<file path="src/rtl/regex_pkg.sv">
// regex_pkg
//   Types and defaults shared between the character front end (char_stream)
//   and the downstream pattern matcher.
//   CHAR_W        : width of one character
//   char_t        : one character
//   stream_ent_t  : one buffered entry {last, char}
//   DEF_DEPTH     : default character FIFO depth
//   DEF_IDX_W     : default width of the in-stream character index
package regex_pkg;

  localparam int CHAR_W    = 8;
  localparam int DEF_DEPTH = 8;
  localparam int DEF_IDX_W = 16;

  typedef logic [CHAR_W-1:0] char_t;

  typedef struct packed {
    logic  last;
    char_t ch;
  } stream_ent_t;

  localparam int ENT_W = $bits(stream_ent_t);

endpackage

</file>
<file path="src/rtl/sync_fifo.sv">
// sync_fifo
//   Generic single-clock FIFO. DEPTH must be a power of two (>= 2) so the
//   pointers wrap by natural binary overflow.
//   i_clk     : rising-edge clock
//   i_rst     : asynchronous active-high reset (pointers and count only)
//   i_clr     : synchronous clear; wins over push and pop
//   i_push    : write i_wdata (ignored when full)
//   i_pop     : discard the head entry (ignored when empty)
//   i_wdata   : write data
//   o_rdata   : head entry (undefined content when empty)
//   o_full    : count == DEPTH
//   o_empty   : count == 0
//   o_count   : current occupancy
module sync_fifo #(
  parameter int WIDTH = 9,
  parameter int DEPTH = 8,
  localparam int AW   = $clog2(DEPTH),
  localparam int CW   = $clog2(DEPTH + 1)
) (
  input  logic             i_clk,
  input  logic             i_rst,
  input  logic             i_clr,
  input  logic             i_push,
  input  logic             i_pop,
  input  logic [WIDTH-1:0] i_wdata,
  output logic [WIDTH-1:0] o_rdata,
  output logic             o_full,
  output logic             o_empty,
  output logic [CW-1:0]    o_count
);

  logic [WIDTH-1:0] r_mem [DEPTH];
  logic [AW-1:0]    r_wr_ptr;
  logic [AW-1:0]    r_rd_ptr;
  logic [CW-1:0]    r_count;

  logic w_push;
  logic w_pop;

  assign o_full  = (r_count == CW'(DEPTH));
  assign o_empty = (r_count == '0);
  assign o_count = r_count;
  assign o_rdata = r_mem[r_rd_ptr];

  // Fullness is judged on the registered count, so a full FIFO refuses a
  // push even in a cycle where a pop also happens.
  assign w_push = i_push && !o_full  && !i_clr;
  assign w_pop  = i_pop  && !o_empty && !i_clr;

  always_ff @(posedge i_clk or posedge i_rst) begin
    if (i_rst) begin
      r_wr_ptr <= '0;
      r_rd_ptr <= '0;
      r_count  <= '0;
    end else if (i_clr) begin
      r_wr_ptr <= '0;
      r_rd_ptr <= '0;
      r_count  <= '0;
    end else begin
      if (w_push) r_wr_ptr <= r_wr_ptr + AW'(1);
      if (w_pop)  r_rd_ptr <= r_rd_ptr + AW'(1);
      case ({w_push, w_pop})
        2'b10:   r_count <= r_count + CW'(1);
        2'b01:   r_count <= r_count - CW'(1);
        default: r_count <= r_count;
      endcase
    end
  end

  // Storage is never reset; stale entries are unreachable once the count
  // says they are gone.
  always_ff @(posedge i_clk) begin
    if (w_push) r_mem[r_wr_ptr] <= i_wdata;
  end

endmodule

</file>
<file path="src/rtl/char_stream.sv">
// char_stream
//   Byte-stream front end for the pattern matcher. Buffers host characters
//   in a small FIFO and presents them one per cycle with a running
//   in-stream index and an end-of-stream marker.
//   clk        : rising-edge clock
//   reset      : asynchronous active-high reset
//   flush      : synchronous clear of FIFO, index and overflow
//   inChar     : host character
//   inLast     : inChar ends its stream
//   inValid    : host offers inChar/inLast
//   inReady    : a character can be accepted this cycle
//   nextChar   : character presented to the matcher (0 when none)
//   charLast   : nextChar ends its stream
//   charValid  : nextChar is valid
//   charTake   : matcher consumes nextChar this cycle
//   charIndex  : zero-based position of nextChar in its stream
//   overflow   : sticky, host offered a character while inReady was low
module char_stream
  import regex_pkg::*;
#(
  parameter int DEPTH = DEF_DEPTH,
  parameter int IDX_W = DEF_IDX_W
) (
  input  logic             clk,
  input  logic             reset,
  input  logic             flush,
  input  logic [CHAR_W-1:0] inChar,
  input  logic             inLast,
  input  logic             inValid,
  output logic             inReady,
  output logic [CHAR_W-1:0] nextChar,
  output logic             charLast,
  output logic             charValid,
  input  logic             charTake,
  output logic [IDX_W-1:0] charIndex,
  output logic             overflow
);

  localparam int CW = $clog2(DEPTH + 1);

  logic          w_full;
  logic          w_empty;
  logic [CW-1:0] w_count;
  logic          w_push;
  logic          w_pop;
  stream_ent_t   w_wr_ent;
  logic [ENT_W-1:0] w_rd_bits;
  stream_ent_t   w_rd_ent;

  logic [IDX_W-1:0] r_char_index;
  logic             r_overflow;

  assign inReady   = (w_count != CW'(DEPTH));
  assign charValid = (w_count != '0);

  // Handshake qualification; flush is handled inside the FIFO so it
  // dominates both directions.
  assign w_push = inValid  && !w_full;
  assign w_pop  = charTake && !w_empty;

  assign w_wr_ent.last = inLast;
  assign w_wr_ent.ch   = inChar;

  sync_fifo #(
    .WIDTH (ENT_W),
    .DEPTH (DEPTH)
  ) u_fifo (
    .i_clk   (clk),
    .i_rst   (reset),
    .i_clr   (flush),
    .i_push  (w_push),
    .i_pop   (w_pop),
    .i_wdata (w_wr_ent),
    .o_rdata (w_rd_bits),
    .o_full  (w_full),
    .o_empty (w_empty),
    .o_count (w_count)
  );

  assign w_rd_ent = stream_ent_t'(w_rd_bits);

  // Gate the head entry when empty: the memory is never cleared, so an
  // empty FIFO would otherwise show stale data.
  assign nextChar  = charValid ? w_rd_ent.ch   : '0;
  assign charLast  = charValid ? w_rd_ent.last : 1'b0;
  assign charIndex = r_char_index;
  assign overflow  = r_overflow;

  always_ff @(posedge clk or posedge reset) begin
    if (reset) begin
      r_char_index <= '0;
      r_overflow   <= 1'b0;
    end else if (flush) begin
      r_char_index <= '0;
      r_overflow   <= 1'b0;
    end else begin
      // Index restarts after the last character of a stream; otherwise
      // it wraps freely.
      if (charValid && charTake) begin
        if (charLast) r_char_index <= '0;
        else          r_char_index <= r_char_index + IDX_W'(1);
      end
      if (inValid && !inReady) r_overflow <= 1'b1;
    end
  end

endmodule

</file>
<file path="config.mk">
export PLATFORM = sky130hd
export DESIGN_NAME = char_stream
export DESIGN_NICKNAME = d
export VERILOG_FILES = /design/src/rtl/regex_pkg.sv /design/src/rtl/sync_fifo.sv /design/src/rtl/char_stream.sv
export SDC_FILE = /design/constraint.sdc
export NUM_CORES = 1
export LEC_CHECK = 0
export CAP_MARGIN = 20
export CORE_MARGIN = 3
export CORE_UTILIZATION = 37
export DETAILED_ROUTE_END_ITERATION = 10
export GPL_ROUTABILITY_DRIVEN = 1
export GPL_TIMING_DRIVEN = 0
export SETUP_SLACK_MARGIN = 0.1
export SLEW_MARGIN = 10
export SYNTH_ARGS = -nofsm -noshare
export SYNTH_HDL_FRONTEND = slang
export SYNTH_HIERARCHICAL = 1
export SYNTH_SLANG_ARGS = --single-unit
export TNS_END_PERCENT = 1
</file>
<file path="constraint.sdc">
create_clock -name clk -period 6.79 [get_ports clk]
set_input_delay 0.679 -clock clk [delete_from_list [all_inputs] [get_ports clk]]
set_output_delay 0.679 -clock clk [all_outputs]
set_load 0.02 [all_outputs]
</file>
==> key figures, run 1 <==
Clocking
  • Total CTS buffers: 9
  • Hold bufs inserted after CTS: 0
  • Post_cts resized: 0
  • Clk_lat worst skew: 0.34 ns
  • Clk slew on worst S/H paths: 0.06 ns
  • CTS H-tree lvls: 3
  • CTS Root Cell: clkbuf_16
  • Worst-case clock buffer depth: 2
  • CTS sink cnt: 99
  • CTS tree: built
  • Postcts setup bufs: 0

Logic synthesis
  • Post-synthesis sequential area ratio: 0.637
  • Yosys warnings: 6
  • Most common cell in the netlist: edfxtp_1
  • Post-synth EDFFs: 72
  • Number of synthesized register bits: 99
  • Largest area contributor in the netlist: edfxtp_1
  • Ys async rst share: 0.273
  • Syn avg cell area: 15.2 sq um
  • Synthesized Nets: 314
  • Post-Synthesis Cells: 294
  • Distinct cells, synth: 53
  • Main synth FF type: edfxtp_1
  • Top cell type's share of synthesized area: 0.485
  • Main area contributors after synthesis: edfxtp_1 49%, dfrtp_1 15%, mux4_2 9.1%, mux2_2 2.3%, nor2_1 2.1%
  • Cell area after synthesis: 4450 sq um
  • Top cells by count, synth: 72 x edfxtp_1, 27 x dfrtp_1, 25 x nor2_1

Setup path
  • Worst Path Buf+Inv: 4
  • CP Launch Type: flip-flop
  • CP arrival: 3.52 ns
  • Slowest CP cell: clkbuf_1
  • Crit path top cell by count: clkbuf_1
  • Req. time, crit path: 6.11 ns
  • WS Path Type: flip-flop to output port
  • Critical path peak fanout: 10
  • Worst path top cell family by delay: buffers and inverters
  • Max incr delay on CP: 0.62 ns
  • Critical path, cell by cell: clkbuf_1, clkbuf_1, mux4_2, mux2_2, clkbuf_1, nor2b_1, clkdlybuf4s50_1
  • Kind of capture point of the worst setup path: output port

GRT
  • GRT Total Usage: 0.143
  • Global route overflow: 0
  • Largest net degree at the start of global routing: 18
  • Number of global-route vias before repair: 2,696
  • First-pass GRT wire length: 14,500 um
  • Antenna violations before repair: 0

Drt
  • Remaining DRCs: 0
  • Final ANT Viol Nets: 0
  • First-pass detailed-route iteration total: 4
  • Post-Route WL: 9030 um
  • DR WL/cell: 18.1 um
  • Routed via count: 2,650
  • Vias per cell: 5.32
  • DRT iter0 DRCs: 108

Cells and area
  • Fin area: 5390 sq um
  • Register cell area after layout: 2840 sq um
  • # nets final: 370
  • Footprint of the multi-input gates: 1540 sq um
  • ANT cells: 0
  • Fill cells: 1,069
  • Layout cell share with drive strength beyond 1: 0.180
  • Area Growth Syn to Fin: 20.9%

Floorplanning
  • Num ports: 42
  • Placeable Area: 11,600 sq um
  • Die Height: 116 um
  • Die X: 116 um
  • Initial Util: 0.384
  • Num rows: 39
  • Die area: 13,400 sq um

Power
  • PD cells: 328 nW/um^2
  • Peak VDD IR: 205 uV
  • Static Leak: 1.90 nW

Place
  • RD Place Congestion: 0.747
  • DP Wirelength: 5980 um
  • # port buffers: 41
  • Placed Area: 5080 sq um

Flow run
  • Max_cap viols: 0

STA
  • Final Hold Viols: 0
  • Max-slew headroom: 0.281
  • Count of final setup violators: 0
  • Final cycle utilization of the critical path: 0.619
  • Max Clock Freq: 0.238 GHz
  • RSZ-0062 raised after global routing: false
  • Post-layout min period: 4.20 ns
  • Max-slew violation count: 0
  • Final TNS setup: 0 ns
  • Clock Skew: 0.00450 ns
  • Least-Margin Pin Slew: 1.07 ns

Status
  • Outcome: finished, final reports clean

Worst hold path
  • Hold Crit Class: flip-flop to flip-flop
stage by stage:
| stage | total power [W] | std cells | utilization | setup slack (ns) | hold WS [ns] |
|---|---|---|---|---|---|
| final | 0.00177 | 498 | 0.464 | 2.59 | 0.521 |
| after detailed placement | 0.00129 | 481 | 0.438 | 2.94 | 0.512 |
| after CTS | 0.00179 | 497 | 0.463 | 2.55 | 0.529 |
| after floorplan | 0.00109 | 294 | - | 3.69 | 0.519 |
| after global placement | 0.00127 | 478 | 0.434 | 2.88 | 0.489 |
| after global routing | 0.00186 | 498 | 0.464 | 2.40 | 0.541 |
placed cells by master, fill, tap and decap left out, types with 5 or more instances in the layout:
cell / instances
inv_1: 7
nand2_1: 9
or3_1: 7
mux4_2: 18
mux2i_1: 5
nor2_1: 25
clkbuf_16: 9
buf_2: 5
a21oi_1: 11
edfxtp_1: 72
xor2_1: 8
clkbuf_1: 7
ha_1: 5
nor2b_1: 9
clkdlybuf4s50_1: 41
mux2_2: 9
dfrtp_1: 27
o21ai_0: 7
final timing paths:
| path | slack, ns | start | end | cells past startpoint |
|---|---|---|---|---|
| setup / recovery | 2.59 | u_fifo/r_rd_ptr[1]$_DFFE_PP0P_ | charLast | 7 |
| hold / removal | 0.52 | overflow$_DFFE_PP0P_ | overflow$_DFFE_PP0P_ | 2 |
| setup reg to reg | 3.33 | u_fifo/r_rd_ptr[1]$_DFFE_PP0P_ | charIndex[15]$_DFFE_PP0P_ | 8 |
| hold reg to reg | 0.52 | overflow$_DFFE_PP0P_ | overflow$_DFFE_PP0P_ | 2 |
| max in group asynchronous | 5.59 | reset | charIndex[10]$_DFFE_PP0P_ | 2 |
| min in group asynchronous | 0.67 | reset | u_fifo/o_count[3]$_DFFE_PP0P_ | 2 |
cell families after synthesis:
kind of cell,after synthesis,share of synthesized area
mux,32,0.125
simple gates,87,0.109
compound gates,38,0.0669
buf+inv,20,0.0199
fa+ha+maj,6,0.0185
flops,99,0.637
xor+xnor,12,0.0236
worst min-delay path: stages (launching register included):
cell     delay, ns
dfrtp_1       0.35
a31oi_1       0.05
nor2_1        0.08
layer usage:
| metal | up-vias | GRT usage | share of wire |
|---|---|---|---|
| met5 | - | 0 | 0 |
| met4 | 0 | 0.0387 | 0.011 |
| met3 | 10 | 0.0371 | 0.037 |
| met2 | 49 | 0.226 | 0.47 |
| met1 | 1339 | 0.200 | 0.48 |
| li1 | 1252 | - | - |
area by class of cell:
class | instances | share of cell area
Clock buffer | 10 | 0.0425
Buffer | 13 | 0.0116
Clock inverter | 6 | 0.0116
Inverter | 7 | 0.00488
Timing Repair Buffer | 45 | 0.0825
Sequential cell | 99 | 0.527
Multi-Input combinational cell | 175 | 0.287
Tap cell | 143 | 0.0332
registers in the layout (all words and copies together) (netlist names):
| register | cells |
|---|---|
| u_fifo/r_wr_ptr | 3 |
| u_fifo/r_rd_ptr | 3 |
| u_fifo/o_count | 4 |
| u_fifo/r_mem | 72 |
| overflow | 1 |
| charIndex | 16 |
where the power goes:
part | internal (W) | switching (W)
Clock | 0.000286 | 0.000211
Sequential | 0.000684 | 0.0000457
Combinational | 0.000264 | 0.000278
(Power assumes the default switching activity.)
==> run 2, diff against run 1 <==
==> constraint.sdc (replaced) <==
create_clock -name clk -period 3.9 [get_ports clk]
set_input_delay 0.39 -clock clk [delete_from_list [all_inputs] [get_ports clk]]
set_output_delay 0.39 -clock clk [all_outputs]
set_load 0.02 [all_outputs]
==> run 2 against run 1 <==
  * Non-clock buffer count is the same
  * Core utilization barely moved
  * Sequential share of layout area about the same
  * Design area about the same
  * Power is 74% higher
  * Wire length decreased by 0.33%
  * Sequential power up 74%
  * Via count decreased by 0.26%
  * Die area is the same
  * Cell count is the same
  * Clock power rose by 74%
==> key figures, run 2 (synthesized netlist as in run 1, its figures left out) <==
STA
  • RSZ-0062 raised after global routing: false
  • Worst hold margin: 0.377 ns
  • Final Hold Viols: 0
  • Final cycle utilization of the critical path: 0.919
  • Max Clock Freq: 0.279 GHz
  • Count of final setup violators: 0
  • Max-slew violation count: 0
  • Least-Margin Pin Slew: 1.07 ns
  • Clock Skew: 0.00421 ns
  • Post-layout min period: 3.58 ns
  • Max-slew headroom: 0.281
  • Final TNS setup: 0 ns

GRT
  • Number of global-route vias before repair: 2,694
  • Global route overflow: 0
  • GRT Total Usage: 0.143
  • First-pass GRT wire length: 14,500 um
  • Largest net degree at the start of global routing: 18
  • Antenna violations before repair: 0

Drt
  • DRT iter0 DRCs: 116
  • First-pass detailed-route iteration total: 4
  • DR WL/cell: 18.1 um
  • Vias per cell: 5.31
  • Final ANT Viol Nets: 0
  • Post-Route WL: 9000 um
  • Remaining DRCs: 0
  • Routed via count: 2,643

Setup path
  • WS Path Type: flip-flop to output port
  • Kind of capture point of the worst setup path: output port
  • Req. time, crit path: 3.51 ns
  • CP arrival: 3.19 ns
  • Critical path peak fanout: 10
  • CP Launch Type: flip-flop

Floorplanning
  • Placeable Area: 11,600 sq um
  • Num ports: 42
  • Die area: 13,400 sq um
  • Die X: 116 um
  • Initial Util: 0.384
  • Num rows: 39
  • Die Height: 116 um

Place
  • # port buffers: 41
  • RD Place Congestion: 0.747
  • DP Wirelength: 5980 um
  • Placed Area: 5080 sq um

Clocking
  • CTS H-tree lvls: 3
  • Clk_lat worst skew: 0.34 ns
  • Clk slew on worst S/H paths: 0.06 ns
  • CTS Root Cell: clkbuf_16
  • Worst-case clock buffer depth: 2
  • Total CTS buffers: 9
  • CTS tree: built
  • Postcts setup bufs: 0
  • CTS sink cnt: 99

Cells and area
  • Max reg flops: 72
  • Core Util, Final: 0.464
  • ANT cells: 0
  • Area Growth Syn to Fin: 21.0%
  • Most flop-heavy register: u_fifo/r_mem
  • # nets final: 370
  • Commonest non-fill, non-tap cell in the layout: edfxtp_1
  • Fill cells: 1,068
  • Fin area: 5390 sq um
  • Layout cell share with drive strength beyond 1: 0.186
  • Commonest non-fill, non-tap cells in the layout: 72 x edfxtp_1, 41 x clkdlybuf4s50_1, 27 x dfrtp_1

Worst hold path
  • Hold Crit Class: primary input to async pin

Power
  • Peak VDD IR: 357 uV
  • Static Leak: 1.90 nW
  • PD cells: 572 nW/um^2

Status
  • Outcome: finished, final reports clean

Flow run
  • Max_cap viols: 0
[run 2: worst paths after layout]
check	startpoint	endpoint	slack [ns]	depth (start not counted)
worst max-delay path	u_fifo/r_rd_ptr[0]$_DFFE_PP0P_	charLast	0.32	7
worst min-delay path	reset	u_fifo/o_count[3]$_DFFE_PP0P_	0.38	2
worst max register to register	u_fifo/o_count[0]$_DFFE_PP0P_	u_fifo/o_count[3]$_DFFE_PP0P_	0.52	13
worst min register to register	overflow$_DFFE_PP0P_	overflow$_DFFE_PP0P_	0.52	2
max in group asynchronous	reset	charIndex[10]$_DFFE_PP0P_	2.99	2
min in group clk	overflow$_DFFE_PP0P_	overflow$_DFFE_PP0P_	0.52	2
[run 2: worst max-delay path: stages, from the launching register on]
cell             delay (ns)
dfrtp_1                0.35
buf_2                  0.36
clkbuf_4               0.38
mux4_2                 0.53
mux2_2                 0.28
clkbuf_1               0.21
nor2b_1                0.19
clkdlybuf4s50_1        0.55
[run 2: final cells by class]
class,instances,area [sq um],share of cell area
well taps,143,179,0.0332
inverters,7,26.3,0.00487
flip-flops and latches,99,2840,0.526
clock buffers,10,229,0.0425
repair buffers,45,444,0.0824
clock inverters,6,62.6,0.0116
plain buffers,13,67.6,0.0125
multi-input cells,175,1540,0.286
[run 2: report_power, final]
part / switching [W] / leakage [nW] / internal [W]
Clock: 0.000368 / 0.147 / 0.000498
Combinational: 0.000483 / 0.733 / 0.000461
Sequential: 0.0000796 / 1.02 / 0.00119
[run 2: layer usage]
metal	up-vias	share of wire	global-route usage
met1	1330	0.48	0.199
met4	0	0.011	0.0387
met3	10	0.037	0.0371
li1	1254	-	-
met2	49	0.47	0.226
met5	-	0	0
[run 2: repair_timing]
item	in CTS	in global routing
hold buffers	0	0
endpoints found under the setup margin	1	1
cloned	0	0
resized for setup	1	3
[run 2: metrics by stage]
stage | instances | setup slack [ns] | power [W]
after global placement | 478 | 0.161 | 0.00221
after floorplan | 294 | 0.804 | 0.00190
final | 498 | 0.317 | 0.00308
after CTS | 497 | 0.156 | 0.00312
after global routing | 498 | 0.108 | 0.00325
after detailed placement | 481 | 0.338 | 0.00225
==> run 3, diff against run 2 <==
--- a/config.mk
+++ b/config.mk
@@ -11,8 +11,8 @@
 export DETAILED_ROUTE_END_ITERATION = 10
 export GPL_ROUTABILITY_DRIVEN = 1
 export GPL_TIMING_DRIVEN = 0
+export MAX_ROUTING_LAYER = met4
 export SETUP_SLACK_MARGIN = 0.1
-export SLEW_MARGIN = 10
 export SYNTH_ARGS = -nofsm -noshare
 export SYNTH_HDL_FRONTEND = slang
 export SYNTH_HIERARCHICAL = 1
==> run 3 against run 2 <==
  * Die area did not move
  * Core utilization fell by 0.065 points
  * Register-to-register slack about the same
  * Highest routed layer unchanged
  * Fmax down 0.30%
  * Largest cell class unchanged
  * Critical endpoint unchanged
  * Hold slack worse by 0.0075 ns
==> key figures, run 3 (synthesized netlist as in run 1, its figures left out) <==
Status
  • Outcome: finished, final reports clean

Cells and area
  • # nets final: 368
  • Commonest non-fill, non-tap cells in the layout: 72 x edfxtp_1, 41 x clkdlybuf4s50_1, 27 x dfrtp_1
  • Core Util, Final: 0.463
  • Most flop-heavy register: u_fifo/r_mem
  • ANT cells: 0
  • Non-filler cells, final: 496
  • Fill cells: 1,062
  • Commonest non-fill, non-tap cell in the layout: edfxtp_1
  • Layout cell share with drive strength beyond 1: 0.181
  • Max reg flops: 72
  • Area Growth Syn to Fin: 20.8%

GRT
  • Number of global-route vias before repair: 2,695
  • First-pass GRT wire length: 14,500 um
  • Largest net degree at the start of global routing: 18
  • Antenna violations before repair: 0
  • GRT Total Usage: 0.148
  • Global route overflow: 0

Clocking
  • CTS Root Cell: clkbuf_16
  • Postcts setup bufs: 0
  • CTS H-tree lvls: 3
  • Clk slew on worst S/H paths: 0.07 ns
  • Clk_lat worst skew: 0.34 ns
  • CTS sink cnt: 99
  • Worst-case clock buffer depth: 2
  • CTS tree: built
  • Total CTS buffers: 9

Place
  • # port buffers: 41
  • Worst Setup Slack post-DPL: 0.308 ns
  • RD Place Congestion: 0.756
  • DP Wirelength: 5870 um
  • DP Cell Count: 480

Floorplanning
  • Die area: 13,400 sq um
  • Die Height: 116 um
  • Num ports: 42
  • Initial Util: 0.384
  • Placeable Area: 11,600 sq um
  • Num rows: 39
  • Die X: 116 um

Power
  • Peak VDD IR: 314 uV
  • Static Leak: 1.89 nW
  • Overall power: 0.00310 W
  • PD cells: 576 nW/um^2

Setup path
  • WS Path Type: flip-flop to output port
  • Slowest CP cell: clkdlybuf4s50_1
  • Req. time, crit path: 3.51 ns
  • Kind of capture point of the worst setup path: output port
  • CP arrival: 3.20 ns
  • CP Launch Type: flip-flop
  • Critical path peak fanout: 10
  • Critical path, cell by cell: buf_2, clkbuf_4, mux4_2, mux2_2, clkbuf_1, nor2b_1, clkdlybuf4s50_1
  • Max incr delay on CP: 0.56 ns

STA
  • Least-Margin Pin Slew: 1.07 ns
  • Max Clock Freq: 0.278 GHz
  • Count of final setup violators: 0
  • Clock Skew: 0.00725 ns
  • Final Hold Viols: 0
  • RSZ-0062 raised after global routing: false
  • Max-slew headroom: 0.285
  • Final cycle utilization of the critical path: 0.922
  • Max-slew violation count: 0
  • Final TNS setup: 0 ns
  • Post-layout min period: 3.59 ns
  • Setup ws final: 0.306 ns

Drt
  • DRT iter0 DRCs: 198
  • Routed via count: 2,682
  • DR WL/cell: 18.1 um
  • Final ANT Viol Nets: 0
  • Post-Route WL: 9000 um
  • Remaining DRCs: 0
  • Vias per cell: 5.41
  • First-pass detailed-route iteration total: 4

Worst hold path
  • Hold Crit Class: primary input to async pin

Flow run
  • Max_cap viols: 0
==> run 3: cell types whose count changed in the layout (fill, tap and decap cells not counted), sizes merged <==
cell      delta
inv          -1
clkbuf       -1
clkinvlp     +2
buf          -2
==> run 3: worst paths after layout <==
check / from / to / slack (ns) / cells after the start
max: u_fifo/r_rd_ptr[0]$_DFFE_PP0P_ / charLast / 0.31 / 7
min: reset / u_fifo/r_wr_ptr[1]$_DFFE_PP0P_ / 0.37 / 2
max reg2reg: u_fifo/o_count[0]$_DFFE_PP0P_ / u_fifo/o_count[3]$_DFFE_PP0P_ / 0.51 / 13
min reg2reg: overflow$_DFFE_PP0P_ / overflow$_DFFE_PP0P_ / 0.52 / 2
max in group asynchronous: reset / charIndex[12]$_DFFE_PP0P_ / 3.00 / 2
min in group clk: overflow$_DFFE_PP0P_ / overflow$_DFFE_PP0P_ / 0.52 / 2
==> run 3: what timing repair did <==
action	4_1_cts	5_1_grt
hold buffers	0	0
setup endpoints to repair	1	1
gates resized for setup	1	3
==> run 3: critical path, delay by kind of cell (launching register included) <==
family	cells	cell delay, ns
buffers and inverters	4	1.53
DFF	1	0.34
muxes	2	0.80
and+or+nand+nor	1	0.19
==> run 3: cell type report <==
class | count | area, sq um | area share
buffer | 13 | 67.6 | 0.0126
clock buffer | 9 | 225 | 0.0418
clock inverter | 7 | 77.6 | 0.0144
inverter | 7 | 26.3 | 0.00488
multi-input combinational | 175 | 1540 | 0.287
sequential | 99 | 2840 | 0.527
tap | 143 | 179 | 0.0332
timing repair buffer | 43 | 425 | 0.0790
==> run 3: report_power, final <==
group | internal (W) | total, W | switching (W) | leakage (nW)
combinational | 0.000459 | 0.000942 | 0.000482 | 0.721
sequential | 0.00119 | 0.00127 | 0.0000804 | 1.02
clock | 0.000501 | 0.000888 | 0.000387 | 0.141
total | 0.00215 | 0.00310 | 0.000949 | 1.89
==> run 3: per-stage QoR <==
| stage | hold slack [ns] | area (sq um) |
|---|---|---|
| after floorplan | 0.230 | 4450 |
| after global placement | 0.489 | 5040 |
| after detailed placement | 0.504 | 5070 |
| after CTS | 0.371 | 5380 |
| after global routing | 0.416 | 5380 |
| final | 0.369 | 5380 |
==> run 3: per-layer routing <==
layer / vias up / GRT usage / wire length [um]
met5: - / - / 0
met4: 0 / 0.0394 / 107
met3: 11 / 0.0329 / 307
met2: 52 / 0.227 / 4300
met1: 1368 / 0.202 / 4280
li1: 1251 / - / -
==> RTL edit 1 (config.mk and constraints of run 3) <==
Reset style: synchronous (`i_rst` and `reset`), changed in 2 clocked blocks. Comments in the files are not updated.
--- a/src/rtl/sync_fifo.sv
+++ b/src/rtl/sync_fifo.sv
@@ -47,7 +47,7 @@
   assign w_push = i_push && !o_full  && !i_clr;
   assign w_pop  = i_pop  && !o_empty && !i_clr;
 
-  always_ff @(posedge i_clk or posedge i_rst) begin
+  always_ff @(posedge i_clk) begin
     if (i_rst) begin
       r_wr_ptr <= '0;
       r_rd_ptr <= '0;
--- a/src/rtl/char_stream.sv
+++ b/src/rtl/char_stream.sv
@@ -86,7 +86,7 @@
   assign charIndex = r_char_index;
   assign overflow  = r_overflow;
 
-  always_ff @(posedge clk or posedge reset) begin
+  always_ff @(posedge clk) begin
     if (reset) begin
       r_char_index <= '0;
       r_overflow   <= 1'b0;
Check against the original RTL: differs if reset is asserted again (counterexample within 4 cycles, from zero or initial values and one cycle with reset high); with reset held inactive, the same outputs for 4 cycles.
==> RTL edit 1 against run 3 <==
Synthesized area is 1.9% lower. Via count is 6.2% lower. Routed wire length is 8.9% lower. Register-to-register slack better by 0.45 ns. Clock skew is 0.0018 ns lower. Synthesized cell count is 3.1% lower. Sequential cell count is 3 higher. Die area is 1.8% lower. Cell area is 1.7% lower. Worst setup slack better by 0.34 ns.
Power is not compared: it rests on default switching activity, and its combinational part moved more than twofold at a synthesized area within 25%.
==> RTL edit 1: results (changes against run 3) <==
Yosys
  – Top post-synthesis cells by area: edfxtp_1 49%, dfxtp_1 14%, mux4_1 11%, xor2_1 2.6%, mux2_2 2.3%
  – Post-Syn Nets: 305 (-2.9%)
  – Seq/Total Area, Yosys: 63.2% (-0.51 points)
  – Commonest cells in the netlist: 72 x edfxtp_1, 30 x dfxtp_1, 27 x nor2_1, 18 x mux4_1, 13 x xor2_1
  – Synth warn: 6 (unchanged)
  – Asr flop ratio synth: 0% (-27 points)
  – Post-synth cell types: 44 (-17%)

Clock network
  – Worst-skew pair later-pin latency: 0.34 ns (about the same)
  – Post-CTS Resized: 0 (-1)
  – H-tree level count: 3 (unchanged)
  – CTS buffer count: 9 (unchanged)

Placed design
  – Place WS: 0.868 ns (+0.559 ns)
  – Gpl congestion: 0.760 (+0.52%)
  – Detailed placer's ending HPWL: 5250 microns (-11%)

GRT
  – First-pass GRT wire length: 13000 microns (-9.9%)
  – Initial antenna violation count: 0 (unchanged)
  – GRT Total Usage: 13.4% (-1.4 points)
  – Vias in the first global route: 2506 (-7.0%)

Drt
  – Vias per inst: 5.20 (-3.9%)
  – DRT Wirelength: 8200 microns (-8.9%)
  – Initial DRC Count: 80 (-60%)

Final layout
  – Fin nets: 357 (-3.0%)
  – Top reg by flops: u_fifo/r_mem
  – Layout cell share with drive strength beyond 1: 12.3% (-5.8 points)
  – Fill cells: 1005 (-5.4%)

Worst setup path
  – Worst EP arrival: 2.87 ns (-0.33 ns)
  – CP max FO: 10 (unchanged)

Timing
  – Clock Skew: 0.00549 ns (-0.00177 ns)
  – Rel. slew slack: 28.0% (-0.49 points)
  – Fin. Hold Viols: 0 (unchanged)

Outcome
  – Status: completed

Worst hold path
  – Min-delay worst type: reg -> reg
-- RTL edit 1: changes by cell type after synthesis, moves of 5 or more --
cell	change
dfrtp_1	-27
or4_1	+5
o31ai_1	+5
mux4_2	-18
mux4_1	+18
nor2b_1	-5
o21ai_0	-5
xor2_1	+5
and2_1	+8
dfxtp_1	+30
-- RTL edit 1: cells by family (layout without fill, tap and decap cells) --
family / after synthesis / in the layout / synth area share, %
DFF: 102 / 102 / 63.2
and+or+nand+nor: 89 / 89 / 11.5
muxes: 31 / 31 / 14.1
AOI/OAI and AO/OA: 26 / 26 / 4.21
buffers and inverters: 16 / 72 / 2.32
xor gates and xnor gates: 15 / 15 / 3.01
adders and majority gates: 6 / 6 / 1.72
-- RTL edit 1: worst paths after layout --
path                                   from                        endpoint  slack [ns]  cells past startpoint
max                                    flop                        charLast        0.64                      6
min                   overflow$_SDFFE_PP0P_           overflow$_SDFFE_PP0P_        0.47                      2
max reg2reg  u_fifo/o_count[2]$_SDFFE_PP0P_  u_fifo/o_count[2]$_SDFFE_PP0P_        0.96                     12
min reg2reg           overflow$_SDFFE_PP0P_           overflow$_SDFFE_PP0P_        0.47                      2
-- RTL edit 1: metal layers --
metal / share of wire [%] / track usage (%) / vias up
li1: - / - / 1212
met1: 48 / 17.5 / 1262
met2: 48 / 21.2 / 33
met3: 2.3 / 1.74 / 9
met4: 1.6 / 5.63 / 0
met5: 0 / - / -
-- RTL edit 1: critical path, stage by stage (launching register included) --
cell	delay, ns
dfxtp_1	0.31
clkbuf_1	0.48
buf_2	0.40
mux4_1	0.34
mux2_2	0.31
and2_1	0.15
clkdlybuf4s50_1	0.53
-- RTL edit 1: metrics by stage --
step	std cells	instance area, sq um	hold slack [ns]	power [mW]	util (%)
floorplan	285	4370	0.489	1.23	-
global placement	469	4960	0.457	1.26	43.3
finish	484	5290	0.472	2.19	46.2
detailed placement	469	4970	0.461	1.27	43.3
CTS	484	5290	0.477	2.21	46.2
global route	484	5290	0.492	2.26	46.2
-- RTL edit 1: power breakdown --
group	total [mW]	switching [mW]	internal, mW
clock network	0.951	0.385	0.565
logic	0.0707	0.0382	0.0325
registers	1.17	0.00423	1.17
total	2.19	0.428	1.76
-- RTL edit 1: cell type report --
cell class / instances / area (sq um) / share of cell area (%)
plain buffers: 12 / 86.3 / 1.63
clock buffers: 9 / 225 / 4.26
clock inverters: 6 / 96.3 / 1.82
inverters: 4 / 15.0 / 0.284
multi-input cells: 167 / 1520 / 28.7
flip-flops and latches: 102 / 2760 / 52.2
well taps: 143 / 179 / 3.38
repair buffers: 41 / 410 / 7.75
==> RTL edit 2 (settings of run 3) <==
Without the edit above. Change the package constant `CHAR_W` from 8 to 9.
--- a/src/rtl/regex_pkg.sv
+++ b/src/rtl/regex_pkg.sv
@@ -8,7 +8,7 @@
 //   DEF_IDX_W     : default width of the in-stream character index
 package regex_pkg;
 
-  localparam int CHAR_W    = 8;
+  localparam int CHAR_W    = 9;
   localparam int DEF_DEPTH = 8;
   localparam int DEF_IDX_W = 16;
 
Ports: changed (resized inChar and nextChar); port bits go from 42 to 44. No check against the original RTL was run, so the function may have changed too.
==> RTL edit 2 against run 3 <==
Clock power increased by 6.0%. Cell area is 7.7% higher. Worst setup slack improved by 0.15 ns. Power grew 6.8%. Die area grew 6.6%. Synthesized area rose by 6.9%. Routed wire length up 7.3%. Combinational power grew 6.1%. Synthesized cell count up 4.4%. Clock skew fell by 0.0011 ns. Critical path type is now reg -> reg. Worst hold slack improved by 0.011 ns. Final cell count rose by 8.9%. Register-to-register slack worse by 0.05 ns. Sequential cell count up 8.
==> RTL edit 2: results (changes against run 3) <==
Worst setup path
  – Max incr delay on CP: 0.51 ns (-0.05 ns)
  – R2r setup slk: 0.46 ns (-0.05 ns)
  – CP max FO: 9 (-1)
  – Setup crit end: u_fifo/o_count[3]$_DFFE_PP0P_
  – CP max-delay cell: or4b_1
  – Worst Setup SP: u_fifo/o_count[0]$_DFFE_PP0P_

Floorplanning
  – Die width: 119 microns (+3.2%)

Final layout
  – Seq. cell area: 3080 sq um (+8.5%)
  – ClkCell Share: 5.33% (-0.29 points)
  – Fin nets: 389 (+5.7%)
  – Max reg flops: 80 (+11%)
  – Layout cell share with drive strength beyond 1: 18.0% (-0.12 points)
  – Non-clock buffer count: 64 (+14%)
  – Clock Buffer Count: 11 (+2)

Placed design
  – Placed Instances: 520 (+8.3%)
  – Gpl congestion: 0.765 (+1.2%)
  – Detailed placer's ending HPWL: 6330 microns (+7.8%)

Yosys
  – Asr flop ratio synth: 25.2% (-2.0 points)
  – Cells after synthesis: 307 (+4.4%)
  – Post-synthesis mux area share: 12.9% (+0.37 points)
  – Seq/Total Area, Yosys: 64.6% (+0.93 points)
  – Top post-synthesis cells by area: edfxtp_1 50%, dfrtp_1 14%, mux4_2 9.5%, mux2_2 2.4%, nor2_1 2.0%
  – Adder-Cell Fraction of Synth Area: 1.73% (-0.12 points)
  – Commonest cells in the netlist: 80 x edfxtp_1, 27 x dfrtp_1, 25 x nor2_1, 20 x mux4_2, 14 x nor2b_1

Pwr
  – Cell Int Power: 2.32 mW (+8.0%)
  – Worst VDD drop: 0.387 mV (+23%)
  – Leakage Power: 2.00 nW (+6.0%)

Clock network
  – Post-CTS Resized: 0 (-1)

Outcome
  – Status: completed

Drt
  – DRT Wirelength: 9660 microns (+7.3%)
  – Initial DRC Count: 171 (-14%)

GRT
  – GRT Total Usage: 14.7% (-0.12 points)
[RTL edit 2: cell types whose count changed after synthesis, sizes merged]
| cell | before | now |
|---|---|---|
| clkbuf | 6 | 7 |
| mux4 | 18 | 20 |
| mux2 | 9 | 10 |
| nor2b | 9 | 14 |
| and2b | 4 | 0 |
| edfxtp | 72 | 80 |
[RTL edit 2: power groups by stage]
| stage | Combinational, mW | Sequential [mW] | Clock (mW) |
|---|---|---|---|
| CTS | 1.02 | 1.37 | 0.967 |
| global placement | 0.996 | 1.39 | 0 |
| floorplan | 0.660 | 1.38 | 0 |
| detailed placement | 1.02 | 1.39 | 0 |
| finish | 0.999 | 1.37 | 0.941 |
| global route | 1.09 | 1.38 | 1.01 |
[RTL edit 2: worst min path at each step]
stage	end	startpoint	slack, ns	depth (start not counted)
floorplan	u_fifo/o_count[0]$_DFFE_PP0P_	reset	0.23	1
global placement	overflow$_DFFE_PP0P_	overflow$_DFFE_PP0P_	0.49	2
detailed placement	overflow$_DFFE_PP0P_	overflow$_DFFE_PP0P_	0.49	2
CTS	u_fifo/o_count[0]$_DFFE_PP0P_	reset	0.40	2
global route	u_fifo/r_rd_ptr[2]$_DFFE_PP0P_	reset	0.43	2
finish	u_fifo/r_wr_ptr[0]$_DFFE_PP0P_	reset	0.38	2
[RTL edit 2: worst max-delay path, delay by kind of cell (launching register included)]
family	cells	cell delay [ns]
compound gates	3	0.82
flops	1	0.48
buf+inv	4	0.65
simple gates	4	1.02
mux	1	0.14
fa+ha+maj	1	0.28
[RTL edit 2: metal layers]
metal / global-route usage, % / vias to the layer above / part of all wire (%)
met3: 2.66 / 11 / 2.1
met5: - / - / 0
met2: 21.2 / 30 / 47
li1: - / 1316 / -
met4: 4.80 / 0 / 1.1
met1: 21.2 / 1437 / 50
